===== src/rtl/reg_write_arbiter_pkg.sv =====
// Shared definitions for the register write arbiter: FSM state encodings,
// parameter defaults and the requester index width.
package reg_write_arbiter_pkg;

    localparam int N_REQ_DEF = 4;
    localparam int WIDTH_DEF = 8;
    localparam int IDX_W     = 2;

    typedef enum logic [1:0] {
        ST_IDLE  = 2'd0,
        ST_GRANT = 2'd1,
        ST_WRITE = 2'd2
    } state_t;

endpackage


===== src/rtl/reg_write_arbiter_rr_select.sv =====
// Round-robin selector: searches upward from ptr (modulo N_REQ) and reports
// the first requester found together with a valid flag.
module rr_select
    import reg_write_arbiter_pkg::*;
#(
    parameter int N_REQ = N_REQ_DEF
) (
    input  logic [N_REQ-1:0] req,
    input  logic [IDX_W-1:0] ptr,
    output logic [IDX_W-1:0] winner,
    output logic             valid
);

    logic [IDX_W-1:0] idx;

    // Walk the requesters starting at ptr; the first set bit wins.
    always_comb begin
        winner = '0;
        valid  = 1'b0;
        idx    = '0;
        for (int k = 0; k < N_REQ; k++) begin
            idx = IDX_W'((int'(ptr) + k) % N_REQ);
            if (!valid && req[idx]) begin
                winner = idx;
                valid  = 1'b1;
            end
        end
    end

endmodule


===== src/rtl/reg_write_arbiter.sv =====
// Shared-register write arbiter. Requesters compete round-robin; the winner
// is granted for one cycle, its data is written if it still requests, then a
// one-cycle ack is issued. Every output comes straight from a flop.
module reg_write_arbiter
    import reg_write_arbiter_pkg::*;
#(
    parameter int N_REQ = N_REQ_DEF,
    parameter int WIDTH = WIDTH_DEF
) (
    input  logic                   clk,
    input  logic                   reset,
    input  logic [N_REQ-1:0]       req,
    input  logic [N_REQ*WIDTH-1:0] wdata,
    output logic [N_REQ-1:0]       gnt,
    output logic [N_REQ-1:0]       ack,
    output logic [WIDTH-1:0]       q,
    output logic [IDX_W-1:0]       owner,
    output logic                   busy
);

    state_t             state_q, state_d;
    logic [IDX_W-1:0]   ptr_q, ptr_d;
    logic [IDX_W-1:0]   win_q, win_d;
    logic [N_REQ-1:0]   gnt_d, ack_d;
    logic [WIDTH-1:0]   q_d;
    logic [IDX_W-1:0]   owner_d;
    logic               busy_d;

    logic [IDX_W-1:0]   sel_winner;
    logic               sel_valid;

    rr_select #(
        .N_REQ (N_REQ)
    ) u_rr_select (
        .req    (req),
        .ptr    (ptr_q),
        .winner (sel_winner),
        .valid  (sel_valid)
    );

    // State register; reset returns the FSM to IDLE ahead of any transition.
    always_ff @(posedge clk) begin
        if (reset) state_q <= ST_IDLE;
        else       state_q <= state_d;
    end

    // Next-state logic: a grant completes only if the winner still requests.
    always_comb begin
        state_d = state_q;
        case (state_q)
            ST_IDLE:  if (sel_valid) state_d = ST_GRANT;
            ST_GRANT: state_d = req[win_q] ? ST_WRITE : ST_IDLE;
            ST_WRITE: state_d = ST_IDLE;
            default:  state_d = ST_IDLE;
        endcase
    end

    // Next values of the registered outputs and the arbitration bookkeeping.
    always_comb begin
        gnt_d   = '0;
        ack_d   = '0;
        q_d     = q;
        owner_d = owner;
        ptr_d   = ptr_q;
        win_d   = win_q;
        busy_d  = (state_d != ST_IDLE);
        case (state_q)
            ST_IDLE: begin
                if (sel_valid) begin
                    win_d             = sel_winner;
                    gnt_d[sel_winner] = 1'b1;
                end
            end
            ST_GRANT: begin
                // Only the latched winner's request matters here; other
                // requesters are ignored until the FSM is back in IDLE.
                if (req[win_q]) begin
                    q_d          = wdata[int'(win_q)*WIDTH +: WIDTH];
                    owner_d      = win_q;
                    ptr_d        = IDX_W'((int'(win_q) + 1) % N_REQ);
                    ack_d[win_q] = 1'b1;
                end
            end
            default: ;
        endcase
    end

    // Output and bookkeeping registers, all cleared by reset.
    always_ff @(posedge clk) begin
        if (reset) begin
            gnt   <= '0;
            ack   <= '0;
            q     <= '0;
            owner <= '0;
            busy  <= 1'b0;
            ptr_q <= '0;
            win_q <= '0;
        end else begin
            gnt   <= gnt_d;
            ack   <= ack_d;
            q     <= q_d;
            owner <= owner_d;
            busy  <= busy_d;
            ptr_q <= ptr_d;
            win_q <= win_d;
        end
    end

endmodule

===== config.mk =====
export PLATFORM = sky130hd
export DESIGN_NAME = reg_write_arbiter
export DESIGN_NICKNAME = d
export VERILOG_FILES = /design/src/rtl/reg_write_arbiter_pkg.sv /design/src/rtl/reg_write_arbiter_rr_select.sv /design/src/rtl/reg_write_arbiter.sv
export SDC_FILE = /design/constraint.sdc
export NUM_CORES = 1
export LEC_CHECK = 0
export CAP_MARGIN = 20
export CORE_ASPECT_RATIO = 0.9
export CORE_UTILIZATION = 43
export CTS_BUF_LIST = sky130_fd_sc_hd__clkbuf_16
export CTS_CLUSTER_DIAMETER = 50
export DETAILED_ROUTE_END_ITERATION = 8
export PLACE_DENSITY = 0.91
export SYNTH_ARGS = -nofsm -noshare
export SYNTH_HDL_FRONTEND = slang
export SYNTH_HIERARCHICAL = 1
export SYNTH_SLANG_ARGS = --single-unit
export TNS_END_PERCENT = 50

===== constraint.sdc =====
create_clock -name clk -period 4 [get_ports clk]
set_input_delay 0.6 -clock clk [delete_from_list [all_inputs] [get_ports clk]]
set_output_delay 0.6 -clock clk [all_outputs]
set_load 0.005 [all_outputs]

## Word level (Yosys, flattened, before mapping)

Index checks and enable logic that the tools add are counted.

| storage, ports and cells | value |
|---|---|
| memory bits (writable) | 0 |
| memories kept | 0 |
| output and inout bits | 19 |
| bits in read-only memories | 0 |
| register bits after elaboration | 25 |
| latch bits | 0 |
| logic and storage cells | 65 |

| operators by class | value |
|---|---|
| bitwise operators | 4 |
| muxes and demuxes | 25 |
| eq/ne operators | 1 |
| reduce and logical (&&, ||, !) cells | 14 |
| shifts and indexed selects | 1 |
| $add $sub $neg | 4 |
| order comparisons | 8 |
| divide/modulo/power cells | 0 |
| multiply operators | 0 |

Operator list:

| cell | number |
|---|---|
| 32-bit by 6-bit indexed part select with 8-bit output | 1 |
| 2-bit by 3-bit < comparator with 1-bit output (second input constant) | 6 |
| 2-bit 2-to-1 mux | 6 |
| 1-bit 2-to-1 mux | 11 |
| 1-bit binary-select mux with 2-bit select | 5 |
| 3-bit OR reduction | 2 |
| 1-bit logical AND | 5 |
| 2-bit by 1-bit adder with 2-bit output (second input constant) | 2 |
| 2-bit adder (second input constant) | 2 |
| 1-bit demux with 2-bit select | 2 |
| 2-bit by 1-bit greater-or-equal comparator with 1-bit output (second input constant) | 2 |
| 1-bit NOT | 4 |
| 2-bit case mux with 2 select lines | 1 |
| 2-bit AND reduction | 2 |
| 1-bit zero test | 3 |
| 2-bit by 1-bit equality test with 1-bit output (second input constant) | 1 |
| 2-bit zero test | 1 |
| 2-bit nonzero test | 1 |

## Depth between registers and ports, before layout

Gate-level depths: netlist of run 1.

| logic depth | value |
|---|---|
| word-level depth | 16 |
| mapped depth | 6 |
| mapped depth without buffers | 6 |

## Modules after synthesis

Netlist of run 1, hierarchy kept.

Modules (own cells, without submodules):

| module | instances | cells each | area each (um2) |
|---|---|---|---|
| reg_write_arbiter | 1 | 92 | 1122.3 |
| rr_select | 1 | 15 | 77.6 |

## Worst setup path before layout of run 1

OpenSTA, ideal clock, no wires.

| timing | value |
|---|---|
| kind | input to register |
| start point | in req[3] |
| end point | reg gnt[0] |
| path slack | 2412 ps |
| arrival time | 1508 ps |
| cell stages on the path | 5 |
| path buffers | 0 |
| library setup time | 80 ps |
| required time | 3920 ps |
| path through | nor2_1 > nand3_1 > nor3b_1 > nor2b_1 > nor3b_1 |

| on the way | value |
|---|---|
| elaborated cells on any way between the ends | 29 |
| those cells by class | order compare: 2; mux: 18; bitwise: 1; reduce/logical: 8 |

RTL lines:

| element | line | text |
|---|---|---|
| from (decl) | reg_write_arbiter.sv:12 | `input logic [N_REQ-1:0] req,` |
| 1-bit binary-select mux with 2-bit select | reg_write_arbiter_rr_select.sv:23 | `if (!valid && req[idx]) begin` |
| 1-bit 2-to-1 mux (implied by the code) | reg_write_arbiter_rr_select.sv:23 |  |
| 1-bit 2-to-1 mux | reg_write_arbiter_rr_select.sv:23 |  |
| 1-bit zero test | reg_write_arbiter_rr_select.sv:23 |  |
| 1-bit logical AND | reg_write_arbiter_rr_select.sv:23 |  |
| 1-bit 2-to-1 mux | reg_write_arbiter_rr_select.sv:23 |  |
| 1-bit zero test | reg_write_arbiter_rr_select.sv:23 |  |
| 1-bit logical AND | reg_write_arbiter_rr_select.sv:23 |  |
| 1-bit 2-to-1 mux | reg_write_arbiter_rr_select.sv:23 |  |
| 1-bit zero test | reg_write_arbiter_rr_select.sv:23 |  |
| 1-bit logical AND | reg_write_arbiter_rr_select.sv:23 |  |
| 1-bit 2-to-1 mux * | reg_write_arbiter_rr_select.sv:23 |  |
| via sel_valid | reg_write_arbiter.sv:30 | `logic sel_valid;` |
| 1-bit NOT (no source line) * | -- |  |
| 3-bit OR reduction (no source line) * | -- |  |
| to (signal assigned) | reg_write_arbiter.sv:99 | `gnt <= gnt_d;` |
| to (decl) | reg_write_arbiter.sv:14 | `output logic [N_REQ-1:0] gnt,` |

The timed path passes the listed nets; every way through them passes the cells marked *. The select of a mux whose other input is x is not followed.
A chain may end at the register's enable or synchronous reset.

## Final worst setup path of run 1

| timing | value |
|---|---|
| start point | reg win_q[0] |
| end point | reg busy |

| on the way | value |
|---|---|
| word-level cells in the longest chain between the ends | 5 |

RTL lines:

| element | line | text |
|---|---|---|
| from (decl) | reg_write_arbiter.sv:23 | `logic [IDX_W-1:0] win_q, win_d;` |
| from (signal assigned) | reg_write_arbiter.sv:105 | `win_q <= win_d;` |
| 1-bit binary-select mux with 2-bit select | reg_write_arbiter.sv:52 | `ST_GRANT: state_d = req[win_q] ? ST_WRITE : ST_IDLE;` |
| 1-bit 2-to-1 mux (implied by the code) | reg_write_arbiter.sv:52 |  |
| 2-bit 2-to-1 mux | reg_write_arbiter.sv:52 |  |
| 2-bit case mux with 2 select lines | reg_write_arbiter.sv:50 | `case (state_q)` |
| 2-bit nonzero test | reg_write_arbiter.sv:66 | `busy_d = (state_d != ST_IDLE);` |
| to (signal assigned) | reg_write_arbiter.sv:103 | `busy <= busy_d;` |
| to (decl) | reg_write_arbiter.sv:18 | `output logic busy` |

No other way between the ends. The select of a mux whose other input is x is not followed.

==> results.json, run 1 <==
{
  "drt_wl_total_um": 2898,
  "gp_congestion": 0.8248,
  "synth_common_cells": "dfxtp_1 (25), nor2_1 (16), mux2i_1 (11)",
  "multiInputGateArea_um2": 641.9,
  "critPathKind": "flip-flop to flip-flop",
  "clockBufferDepth": 2,
  "finalHoldViolCount": 0,
  "die_area_um2": 3006,
  "yosysTopAreaCellShare_pct": 41.71,
  "num_rows": 17,
  "clkTransAtPathRegs_ns": 0.06,
  "cts_setup_buffers": 0,
  "p_sw_mw": 0.1475,
  "tns_ns": 0,
  "gr-total-overflow": 0,
  "violations": "design-rule violations",
  "cp.required_ns": 4.14,
  "p_leak_nw": 0.6980,
  "worst_clock_skew_ns": 0.0007170,
  "worst_pin_slew_ns": 0.8667,
  "drive_above_1_share_pct": 11.66,
  "drt_pass1_iterations": 6,
  "cap_violations": 0,
  "numCtsBuffers": 3,
  "fin_crit_ns": 2.182,
  "core_um2": 2552,
  "die_h_um": 52.12,
  "diodes": 0,
  "syn_area_per_cell_um2": 11.21,
  "period_share_pct": 54.56,
  "slew_viol_final": 0,
  "vias_per_cell": 5.298,
  "setup_viol": 0,
  "synth_top_area_cell": "dfxtp_1",
  "grt_pass1_wl_um": 4567,
  "pwr-share-clk_pct": 34.0,
  "worstSetupStartpointType": "flip-flop",
  "synth.distinct_cells": 31,
  "htreeDepth": 1,
  "seqCellArea_um2": 500.5,
  "antenna_found_initial": 0,
  "routedWlPerCell_um": 15.17,
  "pwr-share-comb_pct": 21.6,
  "cts_tree": "built",
  "dp_hpwl_um": 2166,
  "grt_max_degree": 17,
  "clock-root-buffer": "clkbuf_16",
  "rsz0062_at_grt": "no",
  "num_vias": 1012,
  "synth_area_um2": 1200,
  "cp.arrival_ns": 2.32,
  "ys_top_cells_by_area": "dfxtp_1 (42%), mux4_2 (15%), mux2i_1 (9.2%), nor2_1 (5.0%), ha_1 (4.2%)",
  "crit_fanout": 15,
  "switching_share_pct": 23.23,
  "p_per_area_nw_per_um2": 344.6,
  "whs_ns": 0.4792,
  "synthArstFlopShare_pct": 0,
  "drt_iter0_drc": 22,
  "post_cts_resized": 0,
  "synth_edf_count": 0,
  "port_buffers": 56,
  "final_nets": 206,
  "die_w_um": 57.68,
  "cts.sinks": 25,
  "p_int_mw": 0.4876,
  "drc": 2,
  "io_pins": 57,
  "max_freq_mhz": 458.2,
  "crit_path_end_kind": "flip-flop",
  "first_global_vias": 1026,
  "ant_nets": 0,
  "worstSkewPairLatency_ns": 0.25,
  "fin_util_pct": 72.21,
  "areaGrowthSynthToFinish_pct": 53.60,
  "ys_seq_area_share_pct": 41.71,
  "fillers": 196,
  "synth_nets": 149,
  "seqPwrFrac_pct": 44.4,
  "synth_ff_type": "dfxtp_1",
  "grtUsageTotal_pct": 20.49,
  "run_status": "finished, violations left",
  "hp-class": "flip-flop to flip-flop",
  "ir_drop_uv": 212.0,
  "relSlewSlack_pct": 42.14,
  "initial_utilization_pct": 47.01,
  "synth_most_common_cell": "dfxtp_1",
  "synth-seq-cells": 25,
  "cts_hold_buf": 0,
  "synthCells": 107,
  "yosys_warnings": 6
}
==> path summary, 6_finish.rpt <==
check	start	slack, ns	cells after the start	end
setup / recovery	win_q[0]	1.82	4	busy
hold / removal	owner[1]	0.48	2	owner[1]
setup reg to reg	win_q[0]	1.82	4	busy
hold reg to reg	owner[1]	0.48	2	owner[1]
==> routing by layer <==
metal  vias to the layer above  global-route usage, %  routed length [um]
li1                        491                      -                   -
met1                       480                  25.00                1157
met2                        39                  38.18                1591
met3                         2                  2.985                 139
met4                         0                  4.762                  10
met5                         -                      0                   0
==> sequential cells by signal (all words and copies together), names as in the netlist <==
| register | count |
|---|---|
| ack | 4 |
| busy | 1 |
| gnt | 4 |
| owner | 2 |
| ptr_q | 2 |
| q | 8 |
| state_q | 2 |
| win_q | 2 |
==> cell type report <==
type | count | area share, %
repair buffers | 56 | 30.41
multi-input cells | 71 | 34.83
clock inverters | 1 | 0.2037
flip-flops and latches | 25 | 27.16
clock buffers | 3 | 4.073
well taps | 28 | 1.901
inverters | 7 | 1.426
==> kinds of logic after synthesis <==
kind of cell	Yosys count	synth area share, %
muxes	20	25.44
and+or+nand+nor	34	15.23
AOI/OAI and AO/OA	13	8.655
DFF	25	41.71
buffers and inverters	11	4.795
adders and majority gates	4	4.171
==> metrics by stage <==
| step | total power [mW] | instance area, um2 | std cells | setup slack [ns] |
|---|---|---|---|---|
| 4_1_cts | 0.6377 | 1843 | 191 | 1.769 |
| 2_1_floorplan | 0.3538 | 1200 | 107 | 2.412 |
| 6_report | 0.6352 | 1843 | 191 | 1.818 |
| 5_1_grt | 0.6607 | 1843 | 191 | 1.653 |
| 3_5_place_dp | 0.4238 | 1764 | 187 | 1.598 |
| 3_3_place_gp | 0.4164 | 1764 | 187 | 1.762 |
==> layout by cell type (no fill, tap or decap), drive strengths merged <==
master / instances
o221ai: 1
dfxtp: 25
nor2b: 1
and3b: 2
mux2: 1
inv: 8
nand2: 2
mux4: 8
nor3b: 2
clkdlybuf4s50: 56
nand3: 1
a211oi: 1
clkbuf: 3
or2: 1
and2b: 1
and3: 1
nand2b: 1
a21oi: 7
a221o: 1
nor2: 17
ha: 4
o21ai: 2
or3b: 1
and2: 4
mux2i: 11
o2bb2ai: 1
==> worst max-delay path, cell delays in order, from the launching register on <==
cell and delay [ns]:
dfxtp_1 0.89, mux2i_1 0.41, o2bb2ai_4 0.24, and2b_2 0.30
or2_1 0.23
==> power groups by stage <==
stage	combinational, mW	sequential [mW]	clock [mW]
final	0.137	0.282	0.216
after global routing	0.147	0.285	0.229
after CTS	0.138	0.282	0.217
after detailed placement	0.136	0.287	0
after global placement	0.130	0.286	0
after floorplan	0.0744	0.279	0
No activity file was read; power rests on OpenSTA's default activity.
==> run 2: changes to the inputs <==
--- a/config.mk
+++ b/config.mk
@@ -7,11 +7,11 @@
 export LEC_CHECK = 0
 export CAP_MARGIN = 20
 export CORE_ASPECT_RATIO = 0.9
-export CORE_UTILIZATION = 43
+export CORE_UTILIZATION = 36
 export CTS_BUF_LIST = sky130_fd_sc_hd__clkbuf_16
 export CTS_CLUSTER_DIAMETER = 50
 export DETAILED_ROUTE_END_ITERATION = 8
-export PLACE_DENSITY = 0.91
+export PLACE_DENSITY = 0.82
 export SYNTH_ARGS = -nofsm -noshare
 export SYNTH_HDL_FRONTEND = slang
 export SYNTH_HIERARCHICAL = 1
==> constraint.sdc (replaced) <==
create_clock -name clk -period 1.96 [get_ports clk]
set_input_delay 0.294 -clock clk [delete_from_list [all_inputs] [get_ports clk]]
set_output_delay 0.294 -clock clk [all_outputs]
set_load 0.005 [all_outputs]
==> run 2 against run 1 <==
- the flow now finishes without violations
- non-clock buffer count grew 5
- sequential share of layout area down 0.96 points
- global-route usage fell by 3.3 points
- via count grew 2.9%
- clock power up 110%
- worst setup slack worse by 1.5 ns
- sequential power increased by 99%
- highest routed layer unchanged
- design area grew 3.7%
==> results.json, run 2 (same netlist as run 1, synthesis figures left out) <==
{
  "cp_top_family": "simple AND/OR/NAND/NOR gates",
  "htreeDepth": 1,
  "clkTransAtPathRegs_ns": 0.06,
  "drc": 0,
  "worstSkewPairLatency_ns": 0.26,
  "fin_util_pct": 61.35,
  "gp_congestion": 0.8124,
  "ant_nets": 0,
  "numCtsBuffers": 3,
  "cap_violations": 0,
  "cp_slowest_stage_delay_ns": 0.56,
  "period_share_pct": 84.69,
  "dp_hpwl_um": 2277,
  "worst_pin_slew_ns": 0.3877,
  "p_int_mw": 1.011,
  "seqPwrFrac_pct": 42.5,
  "areaGrowthSynthToFinish_pct": 59.23,
  "hp-class": "flip-flop to flip-flop",
  "routedWlPerCell_um": 13.81,
  "finalHoldViolCount": 0,
  "cp.arrival_ns": 1.83,
  "rrSetupSlack_ns": 0.35,
  "cts_setup_buffers": 0,
  "drt_wl_total_um": 2901,
  "p_leak_nw": 0.7266,
  "tns_ns": 0,
  "p_per_area_nw_per_um2": 691.4,
  "switching_share_pct": 23.46,
  "grtUsageTotal_pct": 17.24,
  "grt_pass1_wl_um": 4712,
  "antenna_found_initial": 0,
  "post_cts_resized": 0,
  "slew_viol_final": 0,
  "die_h_um": 56.77,
  "crit_fanout": 6,
  "grt_max_degree": 15,
  "critical_path.slowest_cell": "clkdlybuf4s50_1",
  "pwr-share-clk_pct": 34.0,
  "run_status": "finished, final reports clean",
  "worstSetupStartpointType": "input pin",
  "max_freq_mhz": 602.5,
  "worst_clock_skew_ns": 0.001564,
  "first_global_vias": 1069,
  "drive_above_1_share_pct": 14.29,
  "drt_pass1_iterations": 4,
  "rsz0062_at_grt": "no",
  "path_cells": "clkdlybuf4s50_1 > inv_1 > nand3_1 > nor3b_1 > nor2b_1 > nor3b_1",
  "pwr-share-comb_pct": 23.5,
  "initial_utilization_pct": 38.53,
  "p_sw_mw": 0.3099,
  "clockBufferDepth": 2,
  "clock-root-buffer": "clkbuf_16",
  "cts_tree": "built",
  "cts.sinks": 25,
  "core_um2": 3114,
  "path_common_cell": "nor3b_1",
  "cts_hold_buf": 0,
  "reg_top3": "q: 8 flops, ack: 4 flops, gnt: 4 flops",
  "fin_crit_ns": 1.660,
  "setup_viol": 0,
  "final_nets": 211,
  "die_area_um2": 3568,
  "crit_path_end_kind": "flip-flop",
  "diodes": 0,
  "mostFrequentLayoutCells": "clkdlybuf4s50_1 (56), dfxtp_1 (25), nor2_1 (16)",
  "drt_iter0_drc": 56,
  "cp.required_ns": 2.13,
  "largest_reg_flops": 8,
  "critPathKind": "input pin to flip-flop",
  "cp_num_buf_inv": 2,
  "num_vias": 1041,
  "top_register": "q",
  "ir_drop_uv": 359.3,
  "relSlewSlack_pct": 74.15,
  "vias_per_cell": 4.957,
  "mostFrequentLayoutCell": "clkdlybuf4s50_1",
  "gr-total-overflow": 0,
  "die_w_um": 62.86,
  "port_buffers": 56,
  "io_pins": 57,
  "num_rows": 19
}
-- run 2: changes by cell type in the layout (fill, tap and decap cells not counted), sizes merged --
cell | before | now
buf | 0 | 5
-- run 2: cell type report --
cell class	instances	area, um2
Timing Repair Buffer	61	610.6
Clock buffer	3	75.07
Clock inverter	1	3.754
Fill cell	274	1204
Sequential cell	25	500.5
Inverter	7	26.28
Multi-Input combinational cell	71	641.9
Tap cell	42	52.55
-- run 2: power groups by stage --
stage / Combinational, mW / Clock [mW] / Sequential (mW)
5_1_grt: 0.334 / 0.478 / 0.564
3_3_place_gp: 0.300 / 0 / 0.571
2_1_floorplan: 0.152 / 0 / 0.570
4_1_cts: 0.313 / 0.453 / 0.562
6_report: 0.310 / 0.449 / 0.561
3_5_place_dp: 0.311 / 0 / 0.573
-- run 2: worst paths after layout --
path	from	to	cells past startpoint
worst max register to register	win_q[0]	q[6]	4
worst min register to register	owner[1]	owner[1]	2
worst max-delay path	req[0]	gnt[0]	6
worst min-delay path	owner[1]	owner[1]	2
-- run 2: metrics by stage --
step / setup slack [ns] / std cells / hold WS (ns) / cell area [um2] / power, mW
after floorplan: 0.4066 / 107 / 0.3586 / 1200 / 0.7221
after global placement: 0.1796 / 206 / 0.4684 / 1832 / 0.8709
after detailed placement: 0.1028 / 206 / 0.4766 / 1832 / 0.8842
after CTS: 0.3386 / 210 / 0.4855 / 1911 / 1.329
after global routing: 0.2029 / 210 / 0.5206 / 1911 / 1.377
final: 0.3001 / 210 / 0.4851 / 1911 / 1.321
-- run 2: worst reg2reg max path, delay by kind of cell (launching register included) --
kind / cells / cell delay (ns)
DFF: 1 / 0.46
buffers and inverters: 1 / 0.29
and+or+nand+nor: 1 / 0.06
muxes: 2 / 0.69
-- run 2: layer usage --
layer  up-vias  wire length (um)  track usage [%]
li1        499                 -                -
met1       482              1161            18.83
met2        58              1503            30.90
met3         2               210            5.081
met4         0                25            7.309
met5         -                 0                0
